==> src/rtl/texture_upload_engine_if.sv <==
// Source-stream and texture-memory write bus for the texture upload engine.
// The engine connects through the slave modport. The driver or testbench connects through the master modport.
interface texture_upload_engine_if;
  localparam int unsigned DATA_W  = 32;
  localparam int unsigned ADDR_W  = 27;
  localparam int unsigned TEX_W   = 7;
  localparam int unsigned COUNT_W = 8;

  logic                 i_start;
  logic [TEX_W-1:0]     i_tex_base;
  logic [COUNT_W-1:0]   i_tex_count;
  logic                 i_abort;
  logic                 i_s_valid;
  logic [DATA_W-1:0]    i_s_data;
  logic                 o_s_ready;
  logic [DATA_W-1:0]    o_wdata;
  logic                 o_wea;
  logic [ADDR_W-1:0]    o_waddr;
  logic                 o_busy;
  logic                 o_done;
  logic                 o_err;

  modport slave (
    input  i_start, i_tex_base, i_tex_count, i_abort, i_s_valid, i_s_data,
    output o_s_ready, o_wdata, o_wea, o_waddr, o_busy, o_done, o_err
  );

  modport master (
    output i_start, i_tex_base, i_tex_count, i_abort, i_s_valid, i_s_data,
    input  o_s_ready, o_wdata, o_wea, o_waddr, o_busy, o_done, o_err
  );
endinterface

==> src/rtl/texture_upload_engine.sv <==
// Streams source words into consecutive 64-word texture slots of the texture memory.
// Each accepted beat becomes one registered write at MEM_BASE + tex*256 + word*4.
module texture_upload_engine #(
  parameter logic [26:0] MEM_BASE = 27'h0002000
) (
  input  logic                    clk,
  input  logic                    reset,
  texture_upload_engine_if.slave  bus
);
  localparam int unsigned DATA_W  = 32;
  localparam int unsigned ADDR_W  = 27;
  localparam int unsigned TEX_W   = 7;
  localparam int unsigned WORD_W  = 6;
  localparam int unsigned SPAN_W  = 9;
  localparam int unsigned TEX_LIM = 128;

  typedef enum logic [1:0] {
    S_IDLE   = 2'd0,
    S_STREAM = 2'd1,
    S_DONE   = 2'd2
  } state_e;

  state_e              state_q, state_d;
  logic [WORD_W-1:0]   word_q, word_d;
  logic [TEX_W-1:0]    tex_q, tex_d;
  logic [TEX_W-1:0]    last_tex_q, last_tex_d;
  logic                ready_q, ready_d;
  logic                wea_q, wea_d;
  logic [DATA_W-1:0]   wdata_q, wdata_d;
  logic [ADDR_W-1:0]   waddr_q, waddr_d;
  logic                busy_q, busy_d;
  logic                done_q, done_d;
  logic                err_q, err_d;

  logic [SPAN_W-1:0]   span_c;
  logic                start_ok_c;
  logic                start_bad_c;
  logic                accept_c;
  logic                last_word_c;

  // Start legality: a non-empty range that ends at or below texture 128.
  always_comb begin
    span_c      = SPAN_W'(bus.i_tex_base) + SPAN_W'(bus.i_tex_count);
    start_ok_c  = bus.i_start && (bus.i_tex_count != '0) && (span_c <= SPAN_W'(TEX_LIM));
    start_bad_c = bus.i_start && !start_ok_c;
    accept_c    = bus.i_s_valid && ready_q;
    last_word_c = (word_q == WORD_W'(63)) && (tex_q == last_tex_q);
  end

  always_ff @(posedge clk) begin
    if (reset) state_q <= S_IDLE;
    else       state_q <= state_d;
  end

  // Abort wins over last-word completion.
  always_comb begin
    state_d = state_q;
    case (state_q)
      S_IDLE:   if (start_ok_c) state_d = S_STREAM;
      S_STREAM: begin
        if (bus.i_abort)                    state_d = S_IDLE;
        else if (accept_c && last_word_c)   state_d = S_DONE;
      end
      S_DONE:   state_d = S_IDLE;
      default:  state_d = S_IDLE;
    endcase
  end

  always_comb begin
    word_d     = word_q;
    tex_d      = tex_q;
    last_tex_d = last_tex_q;
    wea_d      = 1'b0;
    wdata_d    = wdata_q;
    waddr_d    = waddr_q;
    err_d      = 1'b0;
    ready_d    = (state_d == S_STREAM);
    busy_d     = (state_d == S_STREAM);
    done_d     = (state_d == S_DONE);

    if (state_q == S_IDLE) begin
      err_d = start_bad_c;
      if (start_ok_c) begin
        word_d     = '0;
        tex_d      = bus.i_tex_base;
        last_tex_d = TEX_W'(span_c - SPAN_W'(1));
      end
    end

    // An accepted beat is written even in the abort cycle.
    if (accept_c) begin
      wea_d   = 1'b1;
      wdata_d = bus.i_s_data;
      waddr_d = MEM_BASE + ADDR_W'({tex_q, word_q, 2'b00});
      word_d  = word_q + WORD_W'(1);
      if (word_q == WORD_W'(63)) tex_d = tex_q + TEX_W'(1);
    end
  end

  always_ff @(posedge clk) begin
    if (reset) begin
      word_q     <= '0;
      tex_q      <= '0;
      last_tex_q <= '0;
      ready_q    <= 1'b0;
      wea_q      <= 1'b0;
      wdata_q    <= '0;
      waddr_q    <= '0;
      busy_q     <= 1'b0;
      done_q     <= 1'b0;
      err_q      <= 1'b0;
    end else begin
      word_q     <= word_d;
      tex_q      <= tex_d;
      last_tex_q <= last_tex_d;
      ready_q    <= ready_d;
      wea_q      <= wea_d;
      wdata_q    <= wdata_d;
      waddr_q    <= waddr_d;
      busy_q     <= busy_d;
      done_q     <= done_d;
      err_q      <= err_d;
    end
  end

  assign bus.o_s_ready = ready_q;
  assign bus.o_wea     = wea_q;
  assign bus.o_wdata   = wdata_q;
  assign bus.o_waddr   = waddr_q;
  assign bus.o_busy    = busy_q;
  assign bus.o_done    = done_q;
  assign bus.o_err     = err_q;
endmodule

==> src/flat_wrapper.sv <==
// flat-port wrapper written by rule: the top's interface ports become plain ports
module texture_upload_engine_flat 
#(
  parameter logic [26:0] MEM_BASE = 27'h0002000
)
  (clk, reset, bus_i_start, bus_i_tex_base, bus_i_tex_count, bus_i_abort, bus_i_s_valid, bus_i_s_data, bus_o_s_ready, bus_o_wdata, bus_o_wea, bus_o_waddr, bus_o_busy, bus_o_done, bus_o_err);
  texture_upload_engine_if bus_i ();
  input  logic clk;
  input  logic reset;
  input wire logic [$bits(bus_i.i_start)-1:0] bus_i_start;
  input wire logic [$bits(bus_i.i_tex_base)-1:0] bus_i_tex_base;
  input wire logic [$bits(bus_i.i_tex_count)-1:0] bus_i_tex_count;
  input wire logic [$bits(bus_i.i_abort)-1:0] bus_i_abort;
  input wire logic [$bits(bus_i.i_s_valid)-1:0] bus_i_s_valid;
  input wire logic [$bits(bus_i.i_s_data)-1:0] bus_i_s_data;
  output wire logic [$bits(bus_i.o_s_ready)-1:0] bus_o_s_ready;
  output wire logic [$bits(bus_i.o_wdata)-1:0] bus_o_wdata;
  output wire logic [$bits(bus_i.o_wea)-1:0] bus_o_wea;
  output wire logic [$bits(bus_i.o_waddr)-1:0] bus_o_waddr;
  output wire logic [$bits(bus_i.o_busy)-1:0] bus_o_busy;
  output wire logic [$bits(bus_i.o_done)-1:0] bus_o_done;
  output wire logic [$bits(bus_i.o_err)-1:0] bus_o_err;
  assign bus_i.i_start = bus_i_start;
  assign bus_i.i_tex_base = bus_i_tex_base;
  assign bus_i.i_tex_count = bus_i_tex_count;
  assign bus_i.i_abort = bus_i_abort;
  assign bus_i.i_s_valid = bus_i_s_valid;
  assign bus_i.i_s_data = bus_i_s_data;
  assign bus_o_s_ready = bus_i.o_s_ready;
  assign bus_o_wdata = bus_i.o_wdata;
  assign bus_o_wea = bus_i.o_wea;
  assign bus_o_waddr = bus_i.o_waddr;
  assign bus_o_busy = bus_i.o_busy;
  assign bus_o_done = bus_i.o_done;
  assign bus_o_err = bus_i.o_err;
  texture_upload_engine #(.MEM_BASE(MEM_BASE)) u_core (.clk(clk), .reset(reset), .bus(bus_i));
endmodule
==> config.mk <==
export PLATFORM = sky130hd
export DESIGN_NAME = texture_upload_engine_flat
export DESIGN_NICKNAME = d
export VERILOG_FILES = /design/src/rtl/texture_upload_engine_if.sv /design/src/rtl/texture_upload_engine.sv /design/src/flat_wrapper.sv
export SDC_FILE = /design/constraint.sdc
export NUM_CORES = 1
export LEC_CHECK = 0
export ABC_AREA = 1
export BUFFER_PORTS_ARGS = -buffer_cell sky130_fd_sc_hd__buf_2
export CORE_MARGIN = 3
export CORE_UTILIZATION = 55
export DETAILED_ROUTE_END_ITERATION = 10
export PLACE_DENSITY = 0.92
export SKIP_CTS_REPAIR_TIMING = 1
export SLEW_MARGIN = 20
export SYNTH_ARGS = -nofsm -noshare
export SYNTH_HDL_FRONTEND = slang
export SYNTH_SLANG_ARGS = --single-unit
==> constraint.sdc <==
create_clock -name clk -period 3.7 [get_ports clk]
set_input_delay 0.555 -clock clk [delete_from_list [all_inputs] [get_ports clk]]
set_output_delay 0.555 -clock clk [all_outputs]
set_load 0.01 [all_outputs]
Yosys cells after proc, flatten, opt, wreduce, memory -nomap -nowiden
Cells that the tools add are included.

storage, ports and cells
  register bits = 85
  input bits = 52
  output and inout bits = 64
  word-level logic and storage cells = 48

operators by class
  add/sub/neg operators = 5
  magnitude comparators = 1
  equality and inequality tests = 5
  muxes and demuxes = 12
  bitwise logic cells = 1
  reductions and logical operators = 14

operators with widths
  cell                                                 number
  2-to-1 mux 7 bit                                     4
  2-to-1 mux 6 bit                                     3
  adder 14 x 15 -> 16 bit, first input constant        1
  adder 7 x 8 -> 9 bit                                 1
  <= comparator 9 x 8 -> 1 bit, second input constant  1
  nonzero test 8 bit                                   1
  adder 7 x 1 -> 7 bit, second input constant          1
  equality test 7 bit                                  1
  subtractor 7 x 1 -> 7 bit, second input constant     1
  adder 6 x 1 -> 6 bit, second input constant          1
  equality test 6 bit, second input constant           1
  logical AND 1 bit                                    6
  2-to-1 mux 2 bit                                     3
  equality test 2 x 1 -> 1 bit, second input constant  2
  one-hot mux 2 bit (2 select lines)                   1
  AND reduction 2 bit                                  2
  nonzero test 2 bit                                   2
  equality test 2 bit, second input constant           1
  logical NOT 2 bit                                    1
  OR reduction 2 bit                                   1
  logical NOT 1 bit                                    1
  2-to-1 mux 1 bit                                     1
  inverter 1 bit                                       1

Longest topological paths before layout
  word-level depth = 7
  gate-level depth with buffers = 16
  mapped depth without buffers = 15

Worst setup path before layout
No wires, ideal clock.

  path type = input -> register
  start = in bus_i_tex_count[0]
  end = reg u_core.tex_q[3]
  setup time = 109 ps
  arrival time = 2358 ps
  data required time = 3591 ps
  path slack = 1233 ps
  stages = 13
  buffers on the path = 1
  cells stage by stage = ha_1 fa_1 xnor2_1 nand3_1 nor2_1 nand3_2 nand2_4 nand3_4 buf_6 nand2_1 nand3_1 nand2_1 inv_1

between the ends
  cells in the longest elaborated chain, start to end = 7
  elaborated cells between the ends (all ways) = 9
  those cells by class = add/sub (1); order compare (1); mux (4); reduce/logical (3)

ends and longest elaborated chain
  item                                                               line                                                      source
  from (decl)                                                        flat_wrapper.sv:12                                        input wire logic [$bits(bus_i.i_tex_count)-1:0] bus_i_tex_count;
  adder 7 x 8 -> 9 bit or nonzero test 8 bit (tied branches)         texture_upload_engine.sv:43, texture_upload_engine.sv:44
  <= comparator 9 x 8 -> 1 bit or logical AND 1 bit (tied branches)  texture_upload_engine.sv:44                               start_ok_c = bus.i_start && (bus.i_tex_count != '0) && (span_c <= SPAN_W'(TEX_LIM));
  logical AND 1 bit *                                                texture_upload_engine.sv:44
  2-to-1 mux 7 bit *                                                 texture_upload_engine.sv:83                               if (start_ok_c) begin
  2-to-1 mux 7 bit *                                                 texture_upload_engine.sv:81                               if (state_q == S_IDLE) begin
  2-to-1 mux 7 bit                                                   texture_upload_engine.sv:96                               if (word_q == WORD_W'(63)) tex_d = tex_q + TEX_W'(1);
  2-to-1 mux 7 bit *                                                 texture_upload_engine.sv:91                               if (accept_c) begin
  to (signal assigned)                                               texture_upload_engine.sv:114                              tex_q <= tex_d;
  to (decl)                                                          texture_upload_engine.sv:25                               logic [TEX_W-1:0] tex_q, tex_d;

Every way passes the cells marked *; elsewhere a longest branch is shown, timed or not.
A chain may end at the register's enable or synchronous reset.

Worst setup path after layout
  start = in bus_i_tex_count[0]
  end = reg u_core.last_tex_q[3]

between the ends
  cells in the longest elaborated chain, start to end = 4
  elaborated cells between the ends (all ways) = 7
  those cells by class = add/sub (2); order compare (1); reduce/logical (4)

ends and longest elaborated chain
  item                                                               line                                                      source
  adder 7 x 8 -> 9 bit or nonzero test 8 bit (tied branches)         texture_upload_engine.sv:43, texture_upload_engine.sv:44
  <= comparator 9 x 8 -> 1 bit or logical AND 1 bit (tied branches)  texture_upload_engine.sv:44
  logical AND 1 bit                                                  texture_upload_engine.sv:44
  AND reduction 2 bit (no line)                                      n/a
  to (signal assigned)                                               texture_upload_engine.sv:115                              last_tex_q <= last_tex_d;
  to (decl)                                                          texture_upload_engine.sv:26                               logic [TEX_W-1:0] last_tex_q, last_tex_d;

Several ways; a longest one is shown, not always the timed one.

==> metrics.md <==
| Metric | Value |
|---|---|
| Status | complete, no violations |
| Final Setup Violations | 0 |
| CP Data Required Time | around 4 ns |
| Tcrit/Tclk final | 0.690 |
| Clock Sinks | 72 |
| Yosys Warn Count | 0 |
| Max frequency | 0.391 GHz |
| Detail Placement HPWL | slightly above 6000 um |
| Post-DRT Antenna Nets | 0 |
| CP max FO | 23 |
| Core footprint | 6060 sq um |
| Ys async rst share | 0 |
| Crit end category | register |
| Syn-to-layout area delta | 20.0% |
| IO buf count | between 100 and 150 |
| # fillers | around 480 |
| CTS H-tree depth | 3 |
| Post-Syn Instances | 485 |
| Critical path's top delay family | simple AND/OR/NAND/NOR gates |
| Final Max Tran Viols | 0 |
| WHS | around 0.44 ns |
| Fraction of layout cells with a size suffix above 1 | 0.238 |
| I/O pin cnt | between 100 and 150 |
| Clock root buffer | clkbuf_8 |
| Routed WL | 8550 um |
| Maximum number of pins on one net before global-route repair | 54 |
| Final core occ | 0.697 |
| First-pass GRT wire length | approximately 14000 um |
| Design area | 4230 sq um |
| Worst-path clk slew | around 0.080 ns |
| RSZ-0062 raised after global routing | no |
| Buf/Inv on CP | 2 |
| Most common cell in the netlist | nor2_1 |
| Highest-delay cell along the critical path | fa_1 |
| Worst setup margin | 1.15 ns |
| Synth cell types | 36 |
| Final min period | approximately 2.6 ns |
| Sequential fraction of the synthesis area | 0.409 |
| DR pass1 iterations | 5 |
| Tot GR Track Use | 0.231 |
| Via density | between 5 and 6 |
| Startpoint types | input port |
| Critical path's largest stage delay | about 0.43 ns |
| Worst-case clock buffer depth | 2 |
| Final cell count without fillers | 659 |
| Worst-path cell chain | buf_2, ha_1, fa_1, xnor2_1, nand3_1, nor2_1, nand3_2, nand2_4, nand3_4, inv_2, nand2_1, a21oi_1 |
| DRC viols | 0 |
| WL/cell | between 10 and 15 um |
| Maxcap violations | 0 |
| Mean Syn Cell Area | between 7 and 8 sq um |
| Leakage power | 2.09 nW |
| Placer Congestion | between 0.8 and 0.9 |
| Pre-CTS setup slack | approximately 0.81 ns |
| Top post-synthesis cells by area | dfxtp_1, nor2_1, nand2_1, o21ai_0, inv_1 |
| Hold WC Path Type | in2reg |
| Kind of critical path | in2reg |
| Crit path depth | 12 |
| Fin. Hold Viols | 0 |
| Hold Path Depth | 3 |
| Top cells by count, synth | nor2_1, dfxtp_1, nand2_1 |
| Setup TNS | 0 ns |
| Reg-to-reg slack, setup | around 1.6 ns |
| Placed cell area | roughly 4000 sq um |
| Power Total | around 1.8 mW |
| Antenna diodes | 0 |
| Starting DRC count in detailed routing | ~250 |
| Die area | 7400 sq um |
| Clk_lat worst skew | 0.35 ns |
| Via count of the first global-routing pass | 3044 |
| Number of cell rows | 28 |
| Final nets | about 640 |
| Via count | around 3400 |
| Die width | 86.0 um |
| Power density over the cells | 438 nW/um^2 |
| Rel. slew slack | 0.451 |
| Most used DFF post-synth | dfxtp_1 |
| Cell Area, Synth | 3520 sq um |
| Share of the synthesized area in the top cell type | 0.409 |
| VDD IR max | 0.394 mV |
| Critical path arrival | around 2.8 ns |
| Post-synth top area cell | dfxtp_1 |
| Seq cells post-synth | 72 |
| Initial Util | 0.581 |
| Die Ht | between 80 and 90 um |
| Worst-case reg-to-reg path depth | 12 |
| Cts bufs inserted | 9 |
| Measured slew at the worst slew-check pin | a little over 0.8 ns |
| Post-synth EDFFs | 0 |
| TritonCTS clock tree | built |
| Setup Skew | between 0.006 and 0.007 ns |
| Initial antenna violation count | 0 |
| Cells after DPL | 643 |
| Total gr overflow | 0 |
==> sequential cells by signal (all words and copies together), names as in the netlist <==
signal / count
u_core.bus.o_done: 1
u_core.last_tex_q: 7
u_core.bus.o_s_ready: 1
u_core.word_q: 6
u_core.bus.o_wea: 1
u_core.tex_q: 7
u_core.bus.o_waddr: 14
u_core.bus.o_wdata: 32
u_core.state_q: 2
u_core.bus.o_err: 1
==> power breakdown <==
group,leakage [nW],internal [mW],switching (mW)
registers,0.584,0.812,0.0254
clock network,0.117,0.401,0.301
logic,1.39,0.120,0.189
==> cell type report <==
type	count	area, sq um	area share
Inverter	47	176	0.0417
Tap cell	75	93.8	0.0222
Clock inverter	6	91.3	0.0216
Multi-Input combinational cell	344	1750	0.415
Sequential cell	72	1440	0.341
Timing Repair Buffer	105	533	0.126
Clock buffer	10	138	0.0326
==> routing by layer <==
metal / part of all wire / track usage
met5: 0 / 0
met4: 0.031 / 0.0978
met3: 0.063 / 0.0567
met2: 0.51 / 0.390
met1: 0.39 / 0.280
==> worst paths after layout <==
| check | from | to |
|---|---|---|
| min | bus_i_s_data[23] | u_core.bus.o_wdata[23]$_SDFFE_PP0P_ |
| max reg2reg | u_core.word_q[0]$_SDFFE_PP0P_ | u_core.state_q[0]$_SDFF_PP0_ |
| min reg2reg | u_core.bus.o_waddr[7]$_SDFFE_PP0P_ | u_core.bus.o_waddr[7]$_SDFFE_PP0P_ |
| max | bus_i_tex_count[0] | u_core.last_tex_q[3]$_SDFFE_PP0P_ |
==> worst min-delay path, stage by stage <==
cell and delay [ns]:
buf_2 0.07, o21ai_0 0.07, nor2_1 0.07
==> cells by family after synthesis <==
| family | share of synthesized area |
|---|---|
| AND/OR/NAND/NOR | 0.274 |
| AO/OA/AOI/OAI | 0.125 |
| buffers and inverters | 0.106 |
| flip-flops | 0.409 |
| XOR/XNOR | 0.0369 |
| adder cells (fa/ha/maj) | 0.0483 |
| other | 0.00106 |
==> cells in the final DEF (no fill, tap or decap), types with 3 or more instances in the layout <==
cell type,count
conb_1,13
inv_1,44
o21ai_0,52
xnor2_1,6
nor2_2,3
buf_2,102
inv_2,3
nand4_1,9
nor3b_1,3
ha_1,12
clkbuf_8,10
nand2_1,71
nand3_2,3
xor2_1,7
nor3_1,3
nor4_1,3
a21oi_1,27
nor2_1,91
dfxtp_1,72
buf_4,3
nand3_1,26
Note: power is estimated with default switching activity, not from simulation.
